===== config.mk =====
export PLATFORM = sky130hd
export DESIGN_NAME = mips_run_ctrl
export DESIGN_NICKNAME = d
export VERILOG_FILES = /design/src/rtl/mips_run_ctrl.sv
export SDC_FILE = /design/constraint.sdc
export NUM_CORES = 1
export LEC_CHECK = 0
export ABC_AREA = 1
export ABC_CLOCK_PERIOD_IN_PS = 5600
export BUFFER_PORTS_ARGS = -buffer_cell sky130_fd_sc_hd__buf_2
export CAP_MARGIN = 20
export CORE_MARGIN = 2
export CORE_UTILIZATION = 56
export CTS_BUF_LIST = sky130_fd_sc_hd__clkbuf_4
export CTS_CLUSTER_DIAMETER = 200
export DETAILED_ROUTE_END_ITERATION = 8
export PLACE_DENSITY = 0.88
export SYNTH_ARGS = -nofsm -noshare
export SYNTH_HDL_FRONTEND = slang
export SYNTH_SLANG_ARGS = --single-unit
export TNS_END_PERCENT = 20

===== constraint.sdc =====
create_clock -name CLK -period 5.6 [get_ports CLK]
set_input_delay 0.56 -clock CLK [delete_from_list [all_inputs] [get_ports CLK]]
set_output_delay 0.56 -clock CLK [all_outputs]
set_load 0.03 [all_outputs]

===== src/rtl/mips_run_ctrl.sv =====
// Run/load sequencer for the single-cycle MIPS core: streams a host program into
// instruction memory, then holds, runs, single-steps or halts the core.
module mips_run_ctrl #(
  parameter int ADDR_W  = 8,
  parameter int CNT_W   = 32,
  parameter int MAX_CYC = 0
) (
  input  logic              CLK,
  input  logic              RST,
  input  logic              LD_START,
  input  logic [ADDR_W:0]   LD_COUNT,
  input  logic              LD_VALID,
  input  logic [31:0]       LD_DATA,
  output logic              LD_READY,
  input  logic              CMD_RUN,
  input  logic              CMD_STEP,
  input  logic              CMD_HALT,
  input  logic              BRK_EN,
  input  logic [31:0]       BRK_PC,
  input  logic [31:0]       PC,
  output logic              CPU_RST,
  output logic              CPU_CE,
  output logic              WE,
  output logic [ADDR_W-1:0] W_ADDR,
  output logic [31:0]       W_Ins,
  output logic [2:0]        STATE,
  output logic              LOADED,
  output logic              BRK_HIT,
  output logic [CNT_W-1:0]  CYCLES
);

  typedef enum logic [2:0] {
    S_IDLE = 3'd0,
    S_LOAD = 3'd1,
    S_RUN  = 3'd2,
    S_STEP = 3'd3,
    S_HALT = 3'd4
  } state_t;

  localparam logic [ADDR_W:0]  MAX_WORDS   = {1'b1, {ADDR_W{1'b0}}};
  localparam logic [CNT_W-1:0] WDOG_LIMIT  = CNT_W'(MAX_CYC);
  localparam bit               WDOG_ON     = (MAX_CYC != 0);

  state_t              state_q, state_d;
  logic                ld_ready_q, ld_ready_d;
  logic                we_q, we_d;
  logic [ADDR_W-1:0]   w_addr_q, w_addr_d;
  logic [31:0]         w_ins_q, w_ins_d;
  logic                loaded_q, loaded_d;
  logic                brk_hit_q, brk_hit_d;
  logic [CNT_W-1:0]    cycles_q, cycles_d;
  logic                cpu_rst_q, cpu_rst_d;
  logic [ADDR_W:0]     idx_q, idx_d;
  logic [ADDR_W:0]     cnt_q, cnt_d;
  logic [CNT_W-1:0]    run_cnt_q, run_cnt_d;
  logic                resume_q, resume_d;

  logic                brk_match;
  logic                wdog_stop;
  logic                run_stop;
  logic                ce;
  logic                beat;
  logic [ADDR_W:0]     ld_cnt_clamped;

  // CE is decoded from the registered state and masked by same-cycle stop
  // conditions, so the instruction sitting at a breakpoint never executes.
  always_comb begin
    brk_match      = BRK_EN && (PC == BRK_PC) && !resume_q;
    wdog_stop      = WDOG_ON && (run_cnt_q >= WDOG_LIMIT);
    run_stop       = CMD_HALT || brk_match || wdog_stop;
    ce             = ((state_q == S_RUN) && !run_stop) ||
                     ((state_q == S_STEP) && !CMD_HALT);
    beat           = ld_ready_q && LD_VALID;
    ld_cnt_clamped = (LD_COUNT > MAX_WORDS) ? MAX_WORDS : LD_COUNT;
  end

  always_comb begin
    state_d    = state_q;
    ld_ready_d = ld_ready_q;
    we_d       = 1'b0;
    w_addr_d   = w_addr_q;
    w_ins_d    = w_ins_q;
    loaded_d   = loaded_q;
    brk_hit_d  = 1'b0;
    cycles_d   = (ce && (cycles_q != '1)) ? cycles_q + 1'b1 : cycles_q;
    idx_d      = idx_q;
    cnt_d      = cnt_q;
    run_cnt_d  = (ce && (run_cnt_q != '1)) ? run_cnt_q + 1'b1 : run_cnt_q;
    resume_d   = resume_q;

    case (state_q)
      S_IDLE: begin
        if (LD_START) begin
          state_d    = S_LOAD;
          cnt_d      = ld_cnt_clamped;
          idx_d      = '0;
          loaded_d   = 1'b0;
          ld_ready_d = (ld_cnt_clamped != '0);
        end else if (loaded_q && (CMD_STEP || CMD_RUN)) begin
          if (CMD_HALT) begin
            state_d = S_HALT;
          end else if (CMD_STEP) begin
            state_d = S_STEP;
          end else begin
            state_d   = S_RUN;
            run_cnt_d = '0;
            resume_d  = 1'b0;
          end
        end
      end

      S_LOAD: begin
        if (cnt_q == '0) begin
          state_d    = S_IDLE;
          loaded_d   = 1'b1;
          cycles_d   = '0;
          ld_ready_d = 1'b0;
        end else if (beat) begin
          we_d     = 1'b1;
          w_addr_d = idx_q[ADDR_W-1:0];
          w_ins_d  = LD_DATA;
          idx_d    = idx_q + 1'b1;
          if ((idx_q + 1'b1) == cnt_q) begin
            state_d    = S_IDLE;
            loaded_d   = 1'b1;
            cycles_d   = '0;
            ld_ready_d = 1'b0;
          end
        end
      end

      S_RUN: begin
        resume_d = 1'b0;
        if (run_stop) begin
          state_d   = S_HALT;
          brk_hit_d = !CMD_HALT && brk_match;
        end
      end

      S_STEP: begin
        state_d = S_HALT;
      end

      S_HALT: begin
        if (CMD_HALT) begin
          state_d = S_HALT;
        end else if (LD_START) begin
          state_d    = S_LOAD;
          cnt_d      = ld_cnt_clamped;
          idx_d      = '0;
          loaded_d   = 1'b0;
          ld_ready_d = (ld_cnt_clamped != '0);
        end else if (CMD_STEP) begin
          state_d = S_STEP;
        end else if (CMD_RUN) begin
          state_d   = S_RUN;
          run_cnt_d = '0;
          resume_d  = 1'b1;
        end
      end

      default: begin
        state_d    = S_IDLE;
        ld_ready_d = 1'b0;
      end
    endcase

    cpu_rst_d = (state_d == S_RUN) || (state_d == S_STEP) || (state_d == S_HALT);
  end

  always_ff @(posedge CLK or negedge RST) begin
    if (!RST) begin
      state_q    <= S_IDLE;
      ld_ready_q <= 1'b0;
      we_q       <= 1'b0;
      w_addr_q   <= '0;
      w_ins_q    <= '0;
      loaded_q   <= 1'b0;
      brk_hit_q  <= 1'b0;
      cycles_q   <= '0;
      cpu_rst_q  <= 1'b0;
      idx_q      <= '0;
      cnt_q      <= '0;
      run_cnt_q  <= '0;
      resume_q   <= 1'b0;
    end else begin
      state_q    <= state_d;
      ld_ready_q <= ld_ready_d;
      we_q       <= we_d;
      w_addr_q   <= w_addr_d;
      w_ins_q    <= w_ins_d;
      loaded_q   <= loaded_d;
      brk_hit_q  <= brk_hit_d;
      cycles_q   <= cycles_d;
      cpu_rst_q  <= cpu_rst_d;
      idx_q      <= idx_d;
      cnt_q      <= cnt_d;
      run_cnt_q  <= run_cnt_d;
      resume_q   <= resume_d;
    end
  end

  assign STATE    = state_q;
  assign LD_READY = ld_ready_q;
  assign WE       = we_q;
  assign W_ADDR   = w_addr_q;
  assign W_Ins    = w_ins_q;
  assign LOADED   = loaded_q;
  assign BRK_HIT  = brk_hit_q;
  assign CYCLES   = cycles_q;
  assign CPU_RST  = cpu_rst_q;
  assign CPU_CE   = ce;

endmodule


Word level (Yosys, flattened, before mapping)
Cells that the tools add are included.
{ "word_totals": {"reg_bits": 99, "output_inout_bits": 81, "word_cells": 121, "in_bits": 113} }
{ "op_classes": {"n_reduce_logical": 29, "muxes": 53, "n_bitwise": 2, "n_eq_ne": 22, "add_sub_neg": 2, "n_lt_le_gt_ge": 1} }
{ "ops": {"columns": ["cell", "n"], "rows": [
  ["$mux 32", 5],
  ["$mux 9", 7],
  ["$mux 3", 11],
  ["$add 32x1->32 const B", 1],
  ["$eq 32x32->1", 1],
  ["$ne 32x32->1 const B", 1],
  ["$pmux 9 s3", 1],
  ["$mux 1", 24],
  ["$ne 2x2->1 const B", 10],
  ["$pmux 9 s2", 1],
  ["$pmux 3 s5", 1],
  ["$eq 3x2->1 const B", 4],
  ["$reduce_and 4->1", 3],
  ["$add 9x1->9 const B", 1],
  ["$eq 9x9->1", 1],
  ["$gt 9x9->1 const B", 1],
  ["$logic_not 9->1", 1],
  ["$reduce_and 9->1", 1],
  ["$reduce_bool 9->1", 1],
  ["$logic_and 1x1->1", 8],
  ["$eq 3x3->1 const B", 2],
  ["$ne 3x3->1 const B", 2],
  ["$pmux 1 s3", 2],
  ["$reduce_bool 3->1", 2],
  ["other kinds (10)", 17]
]} }

Logic depth before layout (Yosys ltp)
{ "logic_depth": {"word_depth": 13, "depth_mapped": 17} }

Worst setup path after synthesis
OpenSTA, ideal clock, no wires.
{ "synth_timing": {"path_type": "reg-to-reg", "start": "register cycles_q[0], in the netlist CYCLES[0]", "end": "register cycles_q[28], in the netlist CYCLES[28]", "setup_time_ns": 0.120, "slack_ns": 3.559, "required_time_ns": 5.480, "period_less_slack_ns": 2.041, "arrival_ns": 1.920, "stages_incl_launch_ff": 13, "cell_sequence": "dfrtp_1 ha_1 nand3_1 inv_2 nand3_2 nor2_4 nand2_1 nor4_1 nand3_1 nor2_1 nand3_1 nand2_1 nor2_1"} }
{ "synth_between": {"elab_chain_cells": 7, "elab_cells_between_ends": 8, "cone_classes": "add/sub (1); eq/ne (1); mux (5); reduce/logical (1)"} }
{ "synth_rtl": {"columns": ["item", "line_no", "rtl"], "rows": [
  ["start: declaration", "51", "logic [CNT_W-1:0] cycles_q, cycles_d;"],
  ["start signal: assignment", "194", "cycles_q <= cycles_d;"],
  ["parallel branches: the longest is 2 deep, another holds $add 32x1->32", null, null],
  ["$mux 32 (*)", "85", "cycles_d = (ce && (cycles_q != '1)) ? cycles_q + 1'b1 : cycles_q;"],
  ["$mux 32", "123", "if ((idx_q + 1'b1) == cnt_q) begin"],
  ["$mux 32", "118", "end else if (beat) begin"],
  ["$mux 32", "113", "if (cnt_q == '0) begin"],
  ["$mux 32 (*)", "91", "case (state_q)"],
  ["via cycles_d[28]", "51", null]
]} }
Mark *: on every way through the listed nets, which the timed path passes.
A chain may end at the register's enable or synchronous reset.

Worst setup path after layout
{ "layout_timing": {"start": "register state_q[2], in the netlist STATE[2]", "end": "output CPU_CE"} }
{ "layout_between": {"elab_chain_cells": 3, "elab_cells_between_ends": 5, "cone_classes": "eq/ne (2); reduce/logical (3)"} }
{ "layout_rtl": {"columns": ["item", "line_no", "rtl"], "rows": [
  ["start: declaration", "44", "state_t state_q, state_d;"],
  ["start signal: assignment", "187", "state_q <= state_d;"],
  ["$eq 3x2->1 (on tied branches)", "71, 72", null],
  ["$logic_and 1x1->1 (on tied branches)", "71, 72", null],
  ["$logic_or 1x1->1 (*)", "71", "ce = ((state_q == S_RUN) && !run_stop) ||"],
  ["end: declaration", "22", "output logic CPU_CE,"]
]} }
Mark *: on every way between the ends. The rest lies on a longest branch, timed or not.

==> results by group <==
Outcome
  – Run status: complete, no violations

Timing
  – Setup skew after layout: 0.0212 ns
  – Smallest hold slack: 0.0519 ns
  – Final cycle utilization of the critical path: 0.439
  – RSZ-0062 raised after global routing: no
  – Number of setup violations in the final report: 0
  – Final period demand of the worst path: 2.46 ns
  – Number of max-slew violations in the final report: 0
  – Max Clock Freq: 0.407 GHz
  – Smallest setup slack after layout: 3.14 ns
  – Worst slew slack as a fraction of its limit: 0.393
  – Setup total negative slack: 0 ns
  – Transition time of the tightest slew-check pin: 0.909 ns
  – Hold violation total from the final report: 0

Pwr
  – Register share of total power: 0.395
  – Cell internal power dissipation: 1.35 mW
  – Switching part of the total power: 0.481
  – Comb pwr share: 0.463
  – Switch Pwr: 1.26 mW
  – Clock power share: 0.142
  – Power density over the cells: 381 nW/um2
  – Leak pwr: 3.77 nW
  – Total power after layout: 2.61 mW
  – Largest vdd supply drop: 0.295 mV

Cells and area
  – Core Util, Final: 0.702
  – Fraction of layout cells with a size suffix above 1: 0.278
  – Area of the multi-input gates: 2620 um2
  – Final instance count without filler cells: 1113
  – Area of all placed cells without fillers: 6860 um2
  – Layout Area Growth over Synthesis: 21.1%
  – Area taken by flip-flops and latches: 2480 um2
  – Number of nets at the end of the flow: 1088
  – Total of fill cells in the finished design: 852

Place
  – Setup WS pre-CTS: 3.26 ns
  – Post-DP HPWL: 10.8 mm
  – # placed instances: 1095
  – Count of port buffers added during placement: 193
  – Final Wtd Congestion: 0.891
  – Instance area at placement: 6720 um2

Route
  – Met2 layer wire length in the routed design: 6.75 mm
  – Starting DRC count in detailed routing: 367
  – Via density per instance: 5.04
  – DRC violation count after routing: 0
  – Met3 wire length: 1.10 mm
  – Router iterations before antenna repair: 5
  – Antenna Nets Post-Route: 0
  – Top layer reached by signal wires: met4
  – Total vias in the final route: 5615
  – Wl on met1: 6.06 mm
  – Routed wire length per instance: 12.8 um
  – Routed wire length: 14.2 mm

Yosys
  – Number of storage elements in the synthesis netlist: 99
  – Synth unique cells: 41
  – Part of the Yosys area used for sequential elements: 0.437
  – Number of nets produced by synthesis: 897
  – Mean cell area of the mapped netlist: 7.24 um2
  – Total of warnings raised by yosys: 0
  – Synthesized instance count: 782
  – Netlist Area Pre-Place: 5660 um2

Clock network
  – H-tree level count: 3
  – Clock tree root buffer cell: sky130_fd_sc_hd__clkbuf_4
  – Post-CTS clock slew at the launch and capture registers of the worst setup and hold paths: 0.17 ns
  – Post-cts hold buffer count: 0
  – Resized Gates After CTS: 0
  – Clock tree from TritonCTS: done
  – # Post-CTS Setup Buffers: 0
  – Number of sinks driven by the clock tree: 99
  – Number of buffers between clock root and the deepest sink: 2
  – Clock network latency to the later pin of the worst-skew pair: 0.46 ns
  – Num CTS Buffers: 9

Die
  – Die Span Y: 105 um
  – Die width: 105 um
  – # IOs: 194
  – FP Rows: 36
  – Area of the core: 9770 um2
  – Area enclosed by the die boundary: 10900 um2
  – Initial cell density of the core: 0.579

Setup path
  – Maximum fanout along the worst path: 10
  – Data arrival time of the critical path: 1.90 ns
  – Worst Setup Start Kind: flip-flop
  – CP required: 5.04 ns
  – Worst Setup End Kind: primary output
  – Start point of the critical path: STATE[2]
  – Crit path kind: reg -> out
  – R2r startpoint: idx_q[0]

Global route
  – Global routing usage summed across all routing layers: 0.266
  – Global route total overflow: 0
  – Vias in the first global route: 5195
  – Pin count of the biggest net entering global routing: 56
  – Initial antenna violation count: 2
  – First-pass GRT wire length: 23.7 mm

Flow run
  – Number of maximum-capacitance violations: 0

Min path
  – Path type of the worst min-delay path: in -> async
-- cells in the mapped netlist (all sizes together) --
cell | n | area [um2]
nand2 | 267 | 1030
inv | 126 | 473
dfrtp | 99 | 2480
nor2 | 93 | 387
o21ai | 50 | 284
nand3 | 37 | 200
a21oi | 21 | 146
nor3 | 17 | 116
o22ai | 12 | 75.1
nand4 | 11 | 75.1
clkbuf | 8 | 30.0
xnor2 | 8 | 70.1
buf | 7 | 66.3
xor2 | 7 | 68.8
nor4 | 4 | 31.3
or2 | 3 | 18.8
ha | 2 | 25.0
o21a | 2 | 15.0
a2111oi | 1 | 8.76
a21boi | 1 | 18.8
a31o | 1 | 8.76
nor3b | 1 | 7.51
o2111ai | 1 | 8.76
o211ai | 1 | 7.51
o21bai | 1 | 7.51
o311ai | 1 | 8.76
-- area by class of cell --
| cell class | count | area share |
|---|---|---|
| Antenna cell | 2 | 0.000730 |
| Tap cell | 133 | 0.0243 |
| Inverter | 126 | 0.0690 |
| Clock inverter | 7 | 0.0100 |
| Sequential cell | 99 | 0.361 |
| Timing Repair Buffer | 195 | 0.143 |
| Clock buffer | 9 | 0.00985 |
| Multi-Input combinational cell | 542 | 0.381 |
-- power groups by stage --
stage	Clock, mW	Combinational [mW]	Sequential (mW)
4_1_cts	0.377	1.22	1.03
5_1_grt	0.412	1.33	1.05
3_3_place_gp	0	1.18	1.03
3_5_place_dp	0	1.21	1.04
2_1_floorplan	0	0.616	1.31
6_report	0.370	1.21	1.03
-- state kept, by name (all words and copies together), names as in the netlist --
register / flops
resume_q: 1
BRK_HIT: 1
idx_q: 9
LOADED: 1
STATE: 3
W_Ins: 32
cnt_q: 9
WE: 1
LD_READY: 1
W_ADDR: 8
CPU_RST: 1
CYCLES: 32
-- layout by cell type (no fill, tap or decap), types with 4 or more instances in the layout --
cell type	n
sky130_fd_sc_hd__nand2_1	261
sky130_fd_sc_hd__buf_2	192
sky130_fd_sc_hd__inv_1	115
sky130_fd_sc_hd__dfrtp_1	99
sky130_fd_sc_hd__nor2_1	84
sky130_fd_sc_hd__nand3_1	34
sky130_fd_sc_hd__o21ai_0	26
sky130_fd_sc_hd__o21ai_1	15
sky130_fd_sc_hd__nor3_1	12
sky130_fd_sc_hd__o22ai_1	12
sky130_fd_sc_hd__a21oi_2	11
sky130_fd_sc_hd__inv_2	11
sky130_fd_sc_hd__a21oi_1	10
sky130_fd_sc_hd__nand4_1	10
sky130_fd_sc_hd__o21ai_2	9
sky130_fd_sc_hd__clkbuf_4	9
sky130_fd_sc_hd__xnor2_1	8
sky130_fd_sc_hd__xor2_1	6
sky130_fd_sc_hd__nor2_2	6
sky130_fd_sc_hd__nand2_2	4
sky130_fd_sc_hd__nor3_2	4
-- worst paths after layout --
check                            end  slack (ns)  cells after the start
max                           CPU_CE        3.14                      8
min                        W_Ins[18]        0.05                      1
max reg2reg                CYCLES[6]        3.23                     13
min reg2reg                 W_Ins[7]        0.49                      2
max in group asynchronous    BRK_HIT        4.45                      2
min in group CLK           W_Ins[14]        0.28                      3
-- logic make-up after synthesis --
| logic type | count (synthesis) | synth area share |
|---|---|---|
| simple gates | 433 | 0.329 |
| buf+inv | 141 | 0.101 |
| flops | 99 | 0.437 |
| compound gates | 92 | 0.104 |
| xor+xnor | 15 | 0.0245 |
| fa+ha+maj | 2 | 0.00442 |
-- critical path, cell delays in order (launching register included) --
cell and delay [ns]:
sky130_fd_sc_hd__dfrtp_1 0.55, sky130_fd_sc_hd__nor2_2 0.17, sky130_fd_sc_hd__inv_2 0.07, sky130_fd_sc_hd__nor2_4 0.10, sky130_fd_sc_hd__inv_2 0.05, sky130_fd_sc_hd__nor2_2 0.09, sky130_fd_sc_hd__nand2_2 0.11, sky130_fd_sc_hd__nand2_4 0.11
sky130_fd_sc_hd__buf_2 0.21
-- layer usage --
metal | vias up | track usage
met1 | 2519 | 0.338
met5 | - | 0
met3 | 28 | 0.0524
met4 | 0 | 0.106
met2 | 239 | 0.447
li1 | 2829 | -
No activity file was read; power rests on OpenSTA's default activity.
